File: src/rtl/greycode_pkg.sv
// greycode_pkg: shared constants, status layout and Gray-code helpers
package greycode_pkg;
  localparam int PRESCALE_BITS = 20;
  localparam int HIST_DEPTH = 8;
  localparam int ERR_MAX = 15;
  typedef logic [7:0] code_t;
  typedef struct packed {
    logic       lock;
    logic [3:0] err_cnt;
    logic [2:0] latency;
  } status_t;
  function automatic code_t bin2gray(code_t b);
    return b ^ (b >> 1);
  endfunction
  function automatic code_t gray2bin(code_t g);
    code_t b;
    b[7] = g[7];
    for (int i = 6; i >= 0; i--) b[i] = b[i+1] ^ g[i];
    return b;
  endfunction
  function automatic logic [3:0] popcount8(code_t v);
    logic [3:0] n;
    n = '0;
    for (int i = 0; i < 8; i++) n = n + 4'(v[i]);
    return n;
  endfunction
endpackage

File: src/rtl/greycode_if.sv
// greycode_if: TinyTapeout user-slot pins (ena, ui_in, uo_out, uio_in, uio_out, uio_oe)
interface greycode_if;
  logic       ena;
  logic [7:0] ui_in;
  logic [7:0] uo_out;
  logic [7:0] uio_in;
  logic [7:0] uio_out;
  logic [7:0] uio_oe;
  modport master (output ena, ui_in, uio_in, input uo_out, uio_out, uio_oe);
  modport slave (input ena, ui_in, uio_in, output uo_out, uio_out, uio_oe);
endinterface

File: src/rtl/greycode_gray_checker.sv
// gray_checker: syncs returned code, finds its age in output history, counts illegal steps
// ports: clk, rst_n (async low); i_uo current output code; i_ui returned code; o_status {lock, err_cnt, latency}
module gray_checker
  import greycode_pkg::*;
(
  input  logic    clk,
  input  logic    rst_n,
  input  code_t   i_uo,
  input  code_t   i_ui,
  output status_t o_status
);
  code_t r_s1, r_s2, r_s3;
  code_t r_hist [HIST_DEPTH];
  status_t r_stat;
  logic w_hit;
  logic [2:0] w_k;
  logic w_bad;
  // descending scan so the smallest matching slot wins
  always_comb begin
    w_hit = 1'b0;
    w_k = '0;
    for (int i = HIST_DEPTH - 1; i >= 0; i--)
      if (r_s2 == r_hist[i]) begin
        w_hit = 1'b1;
        w_k = 3'(i);
      end
  end
  assign w_bad = popcount8(r_s2 ^ r_s3) > 4'd1;
  always_ff @(posedge clk or negedge rst_n)
    if (!rst_n) begin
      r_s1 <= '0;
      r_s2 <= '0;
      r_s3 <= '0;
      for (int i = 0; i < HIST_DEPTH; i++) r_hist[i] <= '0;
      r_stat <= '0;
    end else begin
      r_s1 <= i_ui;
      r_s2 <= r_s1;
      r_s3 <= r_s2;
      r_hist[0] <= i_uo;
      for (int i = 1; i < HIST_DEPTH; i++) r_hist[i] <= r_hist[i-1];
      r_stat.lock <= w_hit;
      r_stat.latency <= w_k;
      if (w_bad && r_stat.err_cnt != 4'(ERR_MAX)) r_stat.err_cnt <= r_stat.err_cnt + 4'd1;
    end
  assign o_status = r_stat;
endmodule

File: src/rtl/greycode_top.sv
// greycode_top: free-running 8-bit Gray-code generator with loop-back checker
// ports: clk, rst_n (async low); bus.ena count enable; bus.ui_in returned code; bus.uo_out Gray code;
//        bus.uio_out status {lock, err_cnt, latency}; bus.uio_oe all outputs; bus.uio_in ignored
module greycode_top
  import greycode_pkg::*;
#(
  parameter bit pTEST = 1'b0
) (
  input logic clk,
  input logic rst_n,
  greycode_if.slave bus
);
  logic [PRESCALE_BITS-1:0] r_pre;
  code_t r_bin, r_uo;
  code_t w_bin_nx;
  status_t w_status;
  logic w_tick;
  logic w_unused;
  assign w_tick = pTEST ? 1'b1 : &r_pre;
  assign w_bin_nx = r_bin + 8'd1;
  // output is loaded with the Gray form of the next count so it tracks bin in the same edge
  always_ff @(posedge clk or negedge rst_n)
    if (!rst_n) begin
      r_pre <= '0;
      r_bin <= '0;
      r_uo <= '0;
    end else if (bus.ena) begin
      r_pre <= r_pre + PRESCALE_BITS'(1);
      if (w_tick) begin
        r_bin <= w_bin_nx;
        r_uo <= bin2gray(w_bin_nx);
      end
    end
  gray_checker u_chk (
    .clk(clk),
    .rst_n(rst_n),
    .i_uo(r_uo),
    .i_ui(bus.ui_in),
    .o_status(w_status)
  );
  assign bus.uo_out = r_uo;
  assign bus.uio_out = w_status;
  assign bus.uio_oe = 8'hFF;
  assign w_unused = &{1'b0, bus.uio_in};
endmodule

File: src/flat_wrapper.sv
// flat-port wrapper written by rule: the top's interface ports become plain ports
module greycode_top_flat import greycode_pkg::*;
#(
  parameter bit pTEST = 1'b0
)
  (clk, rst_n, bus_ena, bus_ui_in, bus_uio_in, bus_uo_out, bus_uio_out, bus_uio_oe);
  greycode_if bus_i ();
  input logic clk;
  input logic rst_n;
  input wire logic [$bits(bus_i.ena)-1:0] bus_ena;
  input wire logic [$bits(bus_i.ui_in)-1:0] bus_ui_in;
  input wire logic [$bits(bus_i.uio_in)-1:0] bus_uio_in;
  output wire logic [$bits(bus_i.uo_out)-1:0] bus_uo_out;
  output wire logic [$bits(bus_i.uio_out)-1:0] bus_uio_out;
  output wire logic [$bits(bus_i.uio_oe)-1:0] bus_uio_oe;
  assign bus_i.ena = bus_ena;
  assign bus_i.ui_in = bus_ui_in;
  assign bus_i.uio_in = bus_uio_in;
  assign bus_uo_out = bus_i.uo_out;
  assign bus_uio_out = bus_i.uio_out;
  assign bus_uio_oe = bus_i.uio_oe;
  greycode_top #(.pTEST(pTEST)) u_core (.clk(clk), .rst_n(rst_n), .bus(bus_i));
endmodule
File: config.mk
export PLATFORM = sky130hd
export DESIGN_NAME = greycode_top_flat
export DESIGN_NICKNAME = d
export VERILOG_FILES = /design/src/rtl/greycode_pkg.sv /design/src/rtl/greycode_if.sv /design/src/rtl/greycode_gray_checker.sv /design/src/rtl/greycode_top.sv /design/src/flat_wrapper.sv
export SDC_FILE = /design/constraint.sdc
export NUM_CORES = 1
export LEC_CHECK = 0
export ABC_AREA = 1
export BUFFER_PORTS_ARGS = -buffer_cell sky130_fd_sc_hd__buf_4
export CORE_ASPECT_RATIO = 1.1
export CORE_UTILIZATION = 50
export DETAILED_ROUTE_END_ITERATION = 10
export GPL_TIMING_DRIVEN = 0
export PLACE_DENSITY_LB_ADDON = 0.08
export REMOVE_ABC_BUFFERS = 1
export SYNTH_ARGS = -nofsm -noshare
export SYNTH_HDL_FRONTEND = slang
export SYNTH_SLANG_ARGS = --single-unit
File: constraint.sdc
create_clock -name clk -period 5.1 [get_ports clk]
set_input_delay 1.02 -clock clk [delete_from_list [all_inputs] [get_ports clk]]
set_output_delay 1.02 -clock clk [all_outputs]
set_load 0.005 [all_outputs]
==> reports/results.ini <==
[clocking]
clk_path_buf_depth=2
cts_max_level=4
clk_pin_slew_ns=0.06
cts-root-buf=clkbuf_16
cts_setup_buffers=0
ctsHoldBuffers=0
cts.sinks=131
ctsResizeCount=0
cts_tree=built
clk_latency_ns=0.41
cts_buffers=17

[power]
power.leakage_nw=3.290
p_per_area_nw_per_um2=439.3
peakVddDrop_uv=249.0
total_power_mw=2.874

[sta]
finalSetupViolations=0
timing.slew.headroom_pct=61.93
fin_skew_ns=0.006253
worst_slack_ns=0.9860
hold_slack_ns=0.3448
finalMaxSlewViolations=0
fin_crit_ns=4.114
tightest_slew_ns=0.5651
final-hold-violation-count=0
rsz0062_at_grt=no
fin_crit_sh_pct=80.67
setup-tns-final_ns=0
max_freq_mhz=243.1

[detailed_routing]
wl_per_cell_um=11.94
wirelength_um=8573
firstDrtPassIters=4
detail_route.iter0.violations=161
viasPerCell=4.685
vias=3364
drcViolationCount=0
antenna_left=0

[critical_path]
crit_buf_inv=3
crit_fanout=12
path_common_cell=fa_1
cp-start-kind=register
slowest_delay_ns=0.67
cp-end-kind=register
path_cells=xor2_1 > fa_1 > fa_1 > inv_1 > fa_1 > inv_1 > ha_1 > inv_1 > fa_1 > nor2_1 > nand2_1 > nand2_1 > o211ai_1 > nand2_1 > mux2_2
crit_arrival_ns=4.41
worstPathRequired_ns=5.40
setup.worst_path.class=reg2reg
critPathTopFamily=adder cells
worst_path_max_delay_cell=dfrtp_1

[global_route]
track_usage_pct=18.28
antenna_found_initial=0
grt.overflow.total=0
grt_max_degree=100
grt_pass1_vias=3476
grt_pass1_wl_um=15660

[floorplanning]
ios=43
core_um2=10590
die-height_um=112.4
initial_utilization_pct=52.33
dieWidth_um=102.4
dieArea_um2=11510
row_count=39

[synthesis]
yosys.area.top_type_share_pct=59.16
synth_flop_cell=dfrtp_1
synth-async-reset-ratio_pct=100.0
synth.most_common_cell=dfrtp_1
synth_common_cells=131 x dfrtp_1, 128 x nand2_1, 44 x inv_1, 39 x xor2_1, 33 x nor2_1
synth_edf_count=0
synthesis.area_um2=5542
synth_top_cell_by_area=dfrtp_1
synth-seq-cells=131
syn_area_per_cell_um2=10.48
ys_seq_area_share_pct=59.16
synth_area_leaders=dfrtp_1 59%, nand2_1 8.7%, xor2_1 6.2%
ys_types=35
ys_warn_count=0
synth_cells=529

[layout]
fin_area_um2=6541
drive_above_1_share_pct=18.09
fill_cells=879
diodes=0
final-instance-count-excl-fill=718
synthToLayoutAreaGrowth_pct=18.04
finish.utilization_pct=61.77
finalNetCount=591

[placed_design]
dp_slack_ns=0.9464
dpl.cell_count=686
numPortBuffers=26
placed_area_um2=5833
hpwl_um=5753
gp_congestion=0.6980

[job]
cap_violations=0

[hold_path]
worst_hold_path_type=reg2reg

[outcome]
run_status=finished clean

cell usage in the layout, fill, tap and decap left out, types with 2 or more instances in the layout:
cell type	n
clkinv_4	3
inv_1	44
nand2_1	128
clkbuf_8	2
buf_4	25
clkinvlp_4	2
nor3_1	5
nand3_1	22
o21ai_2	8
conb_1	8
nor2_1	33
o21ai_0	2
dfrtp_1	131
xor2_1	39
clkbuf_16	17
nand4_1	5
a21oi_1	9
xnor2_1	29
fa_1	4
ha_1	6
or2_2	23
bufinv_16	7
nand2_2	6
where the power goes:
part | internal, mW | switching (mW) | total (mW)
Clock | 0.994 | 0.440 | 1.43
Sequential | 1.10 | 0.0628 | 1.16
Combinational | 0.137 | 0.142 | 0.280
Total | 2.23 | 0.645 | 2.87
registers in the layout, summed over array words and instances, names as in the netlist:
| name | count |
|---|---|
| u_core.u_chk.r_hist | 64 |
| u_core.r_pre | 20 |
| u_core.bus.uo_out | 8 |
| u_core.u_chk.o_status | 8 |
| u_core.u_chk.r_s1 | 8 |
| u_core.u_chk.r_s2 | 8 |
| u_core.u_chk.r_s3 | 8 |
| u_core.r_bin | 7 |
worst reg2reg max path, cell delays in order (launching register included):
cell      delay (ns)
dfrtp_1         0.67
xor2_1          0.25
fa_1            0.50
fa_1            0.55
inv_1           0.05
fa_1            0.47
inv_1           0.07
ha_1            0.17
inv_1           0.06
fa_1            0.39
nor2_1          0.10
nand2_1         0.06
nand2_1         0.05
o211ai_1        0.13
nand2_1         0.16
mux2_2          0.34
logic make-up after synthesis:
logic type | count (synthesis) | synth area share, %
muxes | 1 | 0.2032
DFF | 131 | 59.16
xor gates and xnor gates | 68 | 10.75
other | 1 | 0.06767
and+or+nand+nor | 230 | 18.72
adders and majority gates | 10 | 2.800
AOI/OAI and AO/OA | 23 | 2.732
buffers and inverters | 65 | 5.577
layer usage:
layer | wire length (um) | part of all wire [%] | GRT usage, % | up-vias
met5 | 0 | 0 | 0 | -
met4 | 135 | 1.6 | 7.619 | 0
met3 | 330 | 3.8 | 6.663 | 14
met2 | 4259 | 50 | 29.40 | 59
met1 | 3848 | 45 | 22.09 | 1608
li1 | - | - | - | 1683
path summary, 6_finish.rpt:
check                                startpoint                       end  slack [ns]  depth (start not counted)
max reg2reg                u_core.u_chk.r_s2[1]  u_core.u_chk.o_status[4]        0.99                         15
min in group asynchronous                 rst_n  u_core.u_chk.o_status[3]        0.49                          1
max in group asynchronous                 rst_n   u_core.u_chk.r_hist[10]        3.84                          2
min                        u_core.u_chk.r_s1[2]      u_core.u_chk.r_s2[2]        0.34                          0
max                        u_core.u_chk.r_s2[1]  u_core.u_chk.o_status[4]        0.99                         15
min reg2reg                u_core.u_chk.r_s1[2]      u_core.u_chk.r_s2[2]        0.34                          0
final cells by class:
cell class,instances,area (um^2),share of cell area [%]
flip-flops and latches,131,3278,50.11
clock buffers,20,456.7,6.982
multi-input cells,340,1981,30.28
clock inverters,12,251.5,3.845
inverters,45,168.9,2.582
repair buffers,27,226.5,3.462
well taps,143,178.9,2.735
(Power assumes the default switching activity.)
